File: config.mk
export PLATFORM = sky130hd
export DESIGN_NAME = ls323_seq
export DESIGN_NICKNAME = d
export VERILOG_FILES = /design/src/rtl/ls323_seq.sv
export SDC_FILE = /design/constraint.sdc
export NUM_CORES = 1
export LEC_CHECK = 0
export ABC_CLOCK_PERIOD_IN_PS = 5400
export CORE_MARGIN = 5
export CORE_UTILIZATION = 30
export DETAILED_ROUTE_END_ITERATION = 10
export GPL_TIMING_DRIVEN = 0
export PLACE_DENSITY = 0.58
export REMOVE_ABC_BUFFERS = 1
export SETUP_SLACK_MARGIN = 0.05
export SYNTH_ARGS = -nofsm -noshare
export SYNTH_HDL_FRONTEND = slang
export SYNTH_SLANG_ARGS = --single-unit
File: constraint.sdc
create_clock -name clk -period 5.4 [get_ports clk]
set_input_delay 1.62 -clock clk [delete_from_list [all_inputs] [get_ports clk]]
set_output_delay 1.62 -clock clk [all_outputs]
set_load 0.005 [all_outputs]
File: src/rtl/ls323_seq.sv
`timescale 1ns/1ps
// ls323_seq -- command sequencer for one 8-bit LS323-type universal shift register.
//
// Turns byte-level commands into the register's S1/S0, G1/G2 and CLR controls and
// drives the shared 8-bit I/O bus during parallel loads. The register runs on the
// same clk, so every control is decoded from the current state and is stable for
// the whole cycle before the edge that uses it.
//
// Optional feature: define LS323_SEQ_TURN_EN to insert one TURN cycle whenever a
// command starts driving the bus from the side opposite to its last driver.
//
// Parameters
//   SETTLE     register output-enable cycles before rd_data capture (1..7)
// Ports
//   clk        system clock, shared with the shift register
//   clr        asynchronous active-low reset of this controller
//   cmd_valid  command request
//   cmd_ready  idle; a command is accepted on posedge clk when valid & ready
//   cmd_op     00 CLEAR, 01 TX (load+shift), 10 RX (shift+read), 11 SHIFT
//   cmd_dir    0 right shift (S=01), 1 left shift (S=10)
//   cmd_len    shift count, 9..15 saturate to 8
//   cmd_data   parallel byte for TX
//   sr_s1/s0   register mode select
//   sr_g1/g2   register output enables, active low
//   sr_clr     register synchronous clear, active low
//   bus_out    controller drive value for the shared bus
//   bus_oe     controller drives bus_out onto the bus
//   bus_in     sampled value of the shared bus
//   rd_data    byte captured by the last RX
//   done       one-cycle completion pulse
module ls323_seq #(
   parameter int SETTLE = 1
) (
   input  logic       clk,
   input  logic       clr,
   input  logic       cmd_valid,
   output logic       cmd_ready,
   input  logic [1:0] cmd_op,
   input  logic       cmd_dir,
   input  logic [3:0] cmd_len,
   input  logic [7:0] cmd_data,
   output logic       sr_s1,
   output logic       sr_s0,
   output logic       sr_g1,
   output logic       sr_g2,
   output logic       sr_clr,
   output logic [7:0] bus_out,
   output logic       bus_oe,
   input  logic [7:0] bus_in,
   output logic [7:0] rd_data,
   output logic       done
);
   localparam logic [1:0] OP_CLEAR = 2'b00;
   localparam logic [1:0] OP_TX    = 2'b01;
   localparam logic [1:0] OP_RX    = 2'b10;
   localparam logic [1:0] OP_SHIFT = 2'b11;

   // READ runs SETTLE+1 output-enabled cycles plus one release cycle with the
   // register outputs off again, so nothing can be driven onto the bus while
   // the register is still turning its drivers off.
   localparam logic [3:0] RD_CYC = 4'(SETTLE + 2);

   typedef enum logic [2:0] {
      S_IDLE, S_CLR, S_LOAD, S_SHIFT, S_READ, S_DONE
`ifdef LS323_SEQ_TURN_EN
      , S_TURN
`endif
   } state_t;

   state_t     state, state_nxt;
   logic [3:0] cnt, cnt_nxt;
   logic [1:0] op_q;
   logic       dir_q;
   logic [3:0] len_q;
   logic [7:0] data_q;
   logic       accept;
   logic [3:0] len_c;

   assign len_c = (cmd_len > 4'd8) ? 4'd8 : cmd_len;

   // First working state of a command (after any bus turnaround).
   function automatic state_t first_st(input logic [1:0] op, input logic [3:0] len);
      case (op)
         OP_CLEAR: first_st = S_CLR;
         OP_TX:    first_st = S_LOAD;
         OP_RX:    first_st = (len == 4'd0) ? S_READ : S_SHIFT;
         default:  first_st = (len == 4'd0) ? S_DONE : S_SHIFT;
      endcase
   endfunction

   function automatic logic [3:0] first_cnt(input logic [1:0] op, input logic [3:0] len);
      first_cnt = (op == OP_RX && len == 4'd0) ? RD_CYC : len;
   endfunction

`ifdef LS323_SEQ_TURN_EN
   typedef enum logic [1:0] {DRV_NONE, DRV_CTRL, DRV_REG} drv_t;
   drv_t last_drv;
   logic need_turn;

   // Only commands whose first cycle puts a driver on the bus can collide.
   assign need_turn = (cmd_op == OP_TX && last_drv == DRV_REG) ||
                      (cmd_op == OP_RX && len_c == 4'd0 && last_drv == DRV_CTRL);

   always_ff @(posedge clk or negedge clr) begin
      if (!clr)                 last_drv <= DRV_NONE;
      else if (state == S_LOAD) last_drv <= DRV_CTRL;
      else if (state == S_READ) last_drv <= DRV_REG;
   end
`endif

   always_ff @(posedge clk or negedge clr) begin
      if (!clr) begin
         state   <= S_IDLE;
         cnt     <= 4'd0;
         op_q    <= 2'b00;
         dir_q   <= 1'b0;
         len_q   <= 4'd0;
         data_q  <= 8'h00;
         rd_data <= 8'h00;
      end else begin
         state <= state_nxt;
         cnt   <= cnt_nxt;
         if (accept) begin
            op_q   <= cmd_op;
            dir_q  <= cmd_dir;
            len_q  <= len_c;
            data_q <= cmd_data;
         end
         if (state == S_READ && cnt == 4'd2) rd_data <= bus_in;
      end
   end

   always_comb begin
      state_nxt = state;
      cnt_nxt   = cnt;
      accept    = 1'b0;
      cmd_ready = 1'b0;
      sr_s1     = 1'b0;
      sr_s0     = 1'b0;
      sr_g1     = 1'b1;
      sr_g2     = 1'b1;
      sr_clr    = 1'b1;
      bus_out   = 8'h00;
      bus_oe    = 1'b0;
      done      = 1'b0;
      case (state)
         S_IDLE: begin
            cmd_ready = 1'b1;
            if (cmd_valid) begin
               accept    = 1'b1;
               state_nxt = first_st(cmd_op, len_c);
               cnt_nxt   = first_cnt(cmd_op, len_c);
`ifdef LS323_SEQ_TURN_EN
               if (need_turn) state_nxt = S_TURN;
`endif
            end
         end
`ifdef LS323_SEQ_TURN_EN
         S_TURN: begin
            state_nxt = first_st(op_q, len_q);
            cnt_nxt   = first_cnt(op_q, len_q);
         end
`endif
         S_CLR: begin
            sr_clr    = 1'b0;
            state_nxt = S_DONE;
         end
         S_LOAD: begin
            sr_s1   = 1'b1;
            sr_s0   = 1'b1;
            bus_oe  = 1'b1;
            bus_out = data_q;
            if (len_q != 4'd0) begin
               state_nxt = S_SHIFT;
               cnt_nxt   = len_q;
            end else begin
               state_nxt = S_DONE;
            end
         end
         S_SHIFT: begin
            sr_s1   = dir_q;
            sr_s0   = ~dir_q;
            cnt_nxt = cnt - 4'd1;
            if (cnt == 4'd1) begin
               if (op_q == OP_RX) begin
                  state_nxt = S_READ;
                  cnt_nxt   = RD_CYC;
               end else begin
                  state_nxt = S_DONE;
               end
            end
         end
         S_READ: begin
            // Outputs enabled for all but the final (release) cycle.
            sr_g1   = (cnt <= 4'd1);
            sr_g2   = (cnt <= 4'd1);
            cnt_nxt = cnt - 4'd1;
            if (cnt == 4'd1) state_nxt = S_DONE;
         end
         S_DONE: begin
            done      = 1'b1;
            state_nxt = S_IDLE;
         end
         default: state_nxt = S_IDLE;
      endcase
   end

endmodule
# Word-level counts from Yosys, hierarchy flattened
# Cells that the tools add are included.
dict set report classes {
  n_shift 0
  eq_ne 14
  div 0
  bitwise_logic 1
  addsub 1
  n_mux 26
  n_reduce_logical 9
  n_mul 0
  order_cmp 2
}
# cell count
set op_table {}
lappend op_table {{4-bit two-way mux} 6}
lappend op_table {{3-bit two-way mux} 6}
lappend op_table {{4-bit case mux with 4 select lines} 1}
lappend op_table {{3-bit case mux with 5 select lines} 1}
lappend op_table {{3-bit case mux with 3 select lines} 1}
lappend op_table {{1-bit two-way mux} 8}
lappend op_table {{8-bit two-way mux} 1}
lappend op_table {{4-bit nonzero test} 2}
lappend op_table {{3-bit by 2-bit == test with 1-bit output, second input constant} 2}
lappend op_table {{3-bit == test, second input constant} 2}
lappend op_table {{2-bit inequality test, second input constant} 3}
lappend op_table {{3-bit AND reduction} 2}
lappend op_table {{2-bit == test, second input constant} 2}
lappend op_table {{4-bit by 1-bit == test with 1-bit output, second input constant} 1}
lappend op_table {{4-bit by 2-bit == test with 1-bit output, second input constant} 1}
lappend op_table {{4-bit greater-than comparator, second input constant} 1}
lappend op_table {{4-bit by 1-bit <= comparator with 1-bit output, second input constant} 1}
lappend op_table {{4-bit zero test} 1}
lappend op_table {{1-bit case mux with 2 select lines} 2}
lappend op_table {{4-bit by 1-bit subtractor with 4-bit output, second input constant} 1}
lappend op_table {{3-bit by 1-bit == test with 1-bit output, second input constant} 1}
lappend op_table {{3-bit zero test} 1}
lappend op_table {{2-bit by 1-bit == test with 1-bit output, second input constant} 1}
lappend op_table {{1-bit logical AND} 2}
lappend op_table {{other kinds (3)} 3}
dict set report word_totals {
  in_bits 26
  mem_count 0
  rom_bits 0
  ramBits 0
  output_inout_bits 24
  elab_cells 60
  ff_bits 30
  latch_bits 0
}

# Longest topological paths before layout
# Gate-level depths: netlist of run 1.
dict set report logic_depth {
  ltp_word 7
  ltp_mapped 6
  mapped_depth_nobuf 6
}

# Worst setup path before layout of run 1
# OpenSTA, ideal clock, no wires.
dict set report synth_timing {
  path_type {flip-flop to output port}
  startpoint {register state[0]}
  endpoint {output bus_out[0]}
  path_buffers 2
  t_arrival_ns 1.260
  slack_ns 2.520
  required_time_ns 3.780
  path_stages_with_launch 5
  cell_sequence {dfrtp_1 > buf_2 > buf_1 > nor2_1 > and2_1}
}
dict set report synth_via {
  elab_chain_len 2
}
# element line_no
set synth_lines {}
lappend synth_lines {{from (decl)} 70} ;# state_t state, state_nxt;
lappend synth_lines {{from (signal assigned)} 121} ;# state <= state_nxt;
lappend synth_lines {{3-bit by 2-bit == test with 1-bit output} 146} ;# case (state)
lappend synth_lines {{8-bit two-way mux} 146}
lappend synth_lines {{to (decl)} 47} ;# output logic [7:0] bus_out,
# No other way between the ends.

# Worst setup path in the final report of run 1
dict set report layout_timing {
  startpoint {register state[2]}
  endpoint {output bus_out[7]}
}
# The elaborated chain is that of the path after synthesis.

==> impl_results.md, run 1 <==
- CTS Hold Bufs: 0
- Hold violation total from the final report: 0
- Sw Pwr: 443.6 uW
- First-pass GRT wire length: 6541 um
- Fmax: 0.2515 GHz
- Crit path DAT: 2360 ps
- H-tree levels: 2
- Mux cell area share after synthesis: 13.52%
- Area leader, netlist: dfrtp_1
- Sequential share of the synthesized area: 42.92%
- Worst slew pin tran: 718.2 ps
- Setup CP Type: flop to primary output
- XOR/XNOR Fraction of Synth Area: 0%
- Gpl congestion: 0.7590
- Post-synthesis simple-gate area fraction: 22.32%
- Critical Path RT: 3780 ps
- PortBufs: 49
- Worst setup margin: 1424 ps
- Pwr dens: 539.0 nW/um^2
- Cells after Synth: 168
- Clk Latency, worst-skew pair: 280 ps
- Ys Warns: 0
- Initial antenna violation count: 0
- Syn_area_per_cell: 10.41 sq um
- DPL Wire Length: 2887 um
- Max Clock Skew: 8.053 ps
- Area Growth Syn to Fin: 36.12%
- Nets: 244
- Setup WS pre-CTS: 1707 ps
- Tot GR Track Use: 10.93%
- Final Non-Filler Cells: 287
- Via count: 1407
- Crit end category: primary output
- Combinational Power Share: 46.9%
- Mapped Area: 1749 sq um
- Post-synthesis adder-cell area fraction: 2.146%
- Post-route DRC: 0
- Compound-Gate Fraction of Synth Area: 14.59%
- Leading post-synthesis cells by cell area: dfrtp_1 43%, mux2_2 14%, and2_1 3.6%
- Flops & latches, synth: 30
- RSZ-0062 raised after global routing: false
- VDD IR max: 0.2383 mV
- Routed WL: 3955 um
- Dpl cell area: 2268 sq um
- Fill cell total of the finished layout: 530
- Routed length per instance: 13.78 um
- Most common cell after layout, fill and taps aside: clkdlybuf4s50_1
- Static Leak: 0.9638 nW
- Ant diodes: 0
- Setup_tns: 0 ps
- Post_cts resized: 0
- Finish-stage setup viols: 0
- Design Area, Final: 2381 sq um
- Rel. slew slack: 52.12%
- Detail Route Antenna Nets: 0
- Chip Width: 86.36 um
- Critical path startpoint category: flop
- Synth top area share: 42.92%
- Largest net degree at the start of global routing: 31
- Fin crit period: 3976 ps
- I/O pins: 50
- HP Class: flop to flop
- Most frequent cells in the layout: 48 x clkdlybuf4s50_1, 30 x dfrtp_1, 21 x mux2_2
- Int Pwr: 839.9 uW
- Post-CTS Setup Inserts: 0
- Clock Power Share: 17.9%
- Clock buffer count from CTS: 5
- Cell row count: 27
- Clock transition at path regs: 70 ps
- Net Sw Frac: 34.56%
- Share of power burned in registers: 35.3%
- 1st-iter DRT viols: 58
- Clk buf depth: 2
- Layout cells sized above 1: 18.14%
- Inst Count DP: 280
- Largest family of logic cells by synthesized area: simple AND/OR/NAND/NOR gates
- CTS root buf: clkbuf_8
- Run status: finished, final reports clean
- CTS tree: yes
- Die ar.: 7458 sq um
- Sink Count: 30
- Count of TritonRoute iterations in the first routing pass: 4
- Core Region: 5574 sq um
- Die height: 86.36 um
- Number of vias per cell: 4.902
- Gr ovfl total: 0
- Synth cell types: 49
- CP max FO: 21
- Starting Density: 31.38%
- Max-cap viol count: 0
- Fin crit share: 73.63%
- Slew Limit Fails: 0
- Vias in the first global route: 1369
==> per-layer routing <==
metal	share of wire, %	GRT usage (%)
met3	5.9	3.232
met4	0.94	3.399
met2	47	18.01
met1	46	13.73
met5	0	0
==> cell type report <==
class / instances / area [sq um] / area share [%]
clock buffers: 6 / 82.58 / 3.468
clock inverters: 1 / 30.03 / 1.261
inverters: 6 / 22.52 / 0.9459
multi-input cells: 123 / 919.6 / 38.62
flip-flops and latches: 30 / 750.7 / 31.53
well taps: 72 / 90.09 / 3.784
repair buffers: 49 / 485.5 / 20.39
==> cells by family after synthesis <==
kind of cell    count (synthesis)
compound gates                 34
simple gates                   65
mux                            21
buf+inv                        15
fa+ha+maj                       3
flops                          30
==> final timing paths <==
kind	from	to	slack, ps	depth (start not counted)
hold reg to reg	data_q[2]	data_q[2]	490	1
hold / removal	data_q[2]	data_q[2]	490	1
setup reg to reg	state[2]	rd_data[7]	3380	3
min in group asynchronous	clr	state[2]	1380	1
max in group asynchronous	clr	rd_data[1]	3550	1
setup / recovery	state[2]	bus_out[7]	1420	4
==> critical path: stages (launching register included) <==
cell and delay, ps:
dfrtp_1 610, nand2b_1 340, nor2_1 430, and2_1 200, clkdlybuf4s50_1 500
==> synth_stat cells (all sizes together) <==
master and count:
o32ai 1, o21ai 7, and4bb 1, nand2b 6, and2 10, nor2b 3
o31a 1, or3 3, and3 1, o211a 1, dfrtp 30, o31ai 1
a221oi 1, nor3b 3, nand2 11, a2bb2oi 1, o22a 1, nand4 1
mux2 21, nor3 4, a221o 1, a211oi 2, or3b 2, ha 3
o21a 2, clkbuf 1, o2111ai 1, inv 6, nand3b 1, nor2 9
buf 8, a22oi 4, a211o 1, a21oi 4, nor4 1, nand3 8
o211ai 3, and2b 1, o21bai 1, a22o 1
==> power groups by stage <==
stage	combinational [mW]	clock, mW	sequential (mW)
after floorplan	0.384	0	0.432
after global placement	0.602	0	0.453
after detailed placement	0.609	0	0.456
after global routing	0.667	0.245	0.474
after CTS	0.613	0.239	0.452
final	0.601	0.230	0.452
==> flip-flops by register name, indices dropped and copies added (netlist names) <==
| signal | count |
|---|---|
| op_q | 2 |
| len_q | 4 |
| rd_data | 8 |
| data_q | 8 |
| state | 3 |
| dir_q | 1 |
| cnt | 4 |
==> metrics by stage <==
stage,util (%),power (mW),hold slack [ps]
floorplan,-,0.8152,450.8
global placement,40.79,1.056,475.8
detailed placement,40.70,1.065,484.8
CTS,42.72,1.304,499.8
global route,42.72,1.386,516.8
finish,42.72,1.283,494.5
Note: power is estimated with default switching activity, not from simulation.
==> inputs of run 2 (changes only) <==
Settings changed: ABC_CLOCK_PERIOD_IN_PS 5400 to 3850.
Clock period 5.4 ns to 3.85 ns, I/O delays scaled along.
==> results of run 2 <==
Same layout as run 1 (identical final DEF). Status: finished, final reports clean.
Among the figures that moved: setup slack after placement 1707 ps -> 622.0 ps; setup slack after layout 1424 ps -> 338.8 ps; register-to-register setup slack 3380 ps -> 1830 ps; total power 1.283 mW -> 1.800 mW; worst IR drop on VDD 0.2383 mV -> 0.3342 mV
==> inputs of run 3 (changes only) <==
Settings changed: CORE_MARGIN 5 to 2.
==> run 3 against run 2 <==
  * Routed wire length is 4.7% lower
  * Hold slack improved by 2.4 ps
  * Sequential share of layout area rose by 0.23 points
  * Power down 3.1%
  * Combinational power hardly changed
  * Clock power is 16% lower
  * Sequential cell count unchanged
  * Via count unchanged
  * Core utilization is 0.31 points lower
==> impl_results.md, run 3 (synthesized netlist as in run 1, its figures left out) <==
- RSZ-0062 raised after global routing: false
- Nets: 244
- Finish-stage setup viols: 0
- Number of vias per cell: 4.885
- Max Clock Skew: 7.399 ps
- Most common cell after layout, fill and taps aside: clkdlybuf4s50_1
- CTS root buf: clkbuf_8
- Slew Limit Fails: 0
- Crit-path slowest cell: dfrtp_1
- Die ar.: 6458 sq um
- Clock buffer count from CTS: 5
- Crit end category: primary output
- Clk Latency, worst-skew pair: 280 ps
- PortBufs: 49
- Clk buf depth: 2
- Gpl congestion: 0.7812
- CP Depth: 4
- CP max FO: 21
- Layout cells sized above 1: 18.52%
- Pwr dens: 738.3 nW/um^2
- I/O pins: 50
- CTS Hold Bufs: 0
- Most frequent cells in the layout: 48 x clkdlybuf4s50_1, 30 x dfrtp_1, 21 x mux2_2
- Core Region: 5574 sq um
- Ant diodes: 0
- Die height: 80.36 um
- Setup_tns: 0 ps
- Static Leak: 0.9538 nW
- Sink Count: 30
- Critical Path Sink: bus_out[0]
- Reg area: 750.7 sq um
- Fill cell total of the finished layout: 560
- Gr ovfl total: 0
- Multi-input logic area: 919.6 sq um
- CTS tree: yes
- Delay-heaviest family, CP: simple AND/OR/NAND/NOR gates
- First-pass GRT wire length: 6313 um
- Via count: 1407
- Vias in the first global route: 1336
- Layout Utilization: 42.40%
- Critical R2R Launch: state[2]
- R2R Path End: rd_data[1]
- Post-route DRC: 0
- Run status: finished, final reports clean
- Initial antenna violation count: 0
- R2R depth: 3
- DPL Wire Length: 2747 um
- Worst slew pin tran: 722.4 ps
- Detail Route Antenna Nets: 0
- Fin crit share: 91.08%
- Count of TritonRoute iterations in the first routing pass: 4
- VDD IR max: 0.2494 mV
- 1st-iter DRT viols: 76
- Crit path DAT: 2350 ps
- Routed WL: 3769 um
- Critical Path RT: 2690 ps
- HP Class: flop to flop
- Hold violation total from the final report: 0
- Rel. slew slack: 51.84%
- Setup CP Type: flop to primary output
- H-tree levels: 2
- Starting Density: 31.38%
- Max-cap viol count: 0
- Post-CTS Setup Inserts: 0
- Post_cts resized: 0
- Largest regs: data_q (8), rd_data (8)
- Clock transition at path regs: 70 ps
- Area Growth Syn to Fin: 35.12%
- Cell row count: 27
- Largest net degree at the start of global routing: 31
- Fmax: 0.2852 GHz
- R2R Setup Slk: 1870 ps
- CP Launch Point: state[2]
- CP max stage delay: 600 ps
- Hold WS: 496.8 ps
- Chip Width: 80.36 um
- Crit-path cells: nand2b_1, nor2_1, and2_1, clkdlybuf4s50_1
- Critical path startpoint category: flop
- Buf/Inv on CP: 1
- Fin crit period: 3507 ps
- Routed length per instance: 13.09 um
- Tot GR Track Use: 12.40%
[run 3: how the worst min path moves through the flow]
stage | start | end | slack, ps | cells after the start
detailed placement | data_q[4] | data_q[4] | 490 | 1
global placement | len_q[0] | len_q[0] | 480 | 2
CTS | data_q[1] | data_q[1] | 500 | 1
global route | data_q[4] | data_q[4] | 510 | 1
floorplan | len_q[0] | len_q[0] | 450 | 2
finish | data_q[1] | data_q[1] | 500 | 1
[run 3: metal layers]
layer / up-vias / track usage (%) / share of wire [%]
li1: 700 / - / -
met1: 667 / 16.54 / 47
met2: 36 / 20.08 / 47
met3: 4 / 3.146 / 4.3
met4: 0 / 3.051 / 1.0
met5: - / 0 / 0
[run 3: area by class of cell]
cell class | count | area share [%]
Clock buffer | 6 | 3.494
Inverter | 6 | 0.9529
Timing Repair Buffer | 49 | 20.54
Sequential cell | 30 | 31.76
Clock inverter | 2 | 0.5294
Multi-Input combinational cell | 123 | 38.91
Tap cell | 72 | 3.812
[run 3: report_power, final]
| part | switching (mW) | internal [mW] | total, mW |
|---|---|---|---|
| logic | 0.341 | 0.498 | 0.840 |
| clock network | 0.127 | 0.144 | 0.270 |
| registers | 0.162 | 0.473 | 0.635 |
| total | 0.630 | 1.11 | 1.75 |
[run 3: stage by stage]
stage          total power [mW]  std cells  cell area, sq um  setup slack (ps)
2_1_floorplan             1.143        159              1693              1433
3_3_place_gp              1.482        280              2273             645.6
3_5_place_dp              1.492        280              2268             657.8
4_1_cts                   1.773        288              2364             338.5
5_1_grt                   1.897        288              2364             154.6
6_report                  1.745        288              2364             343.4
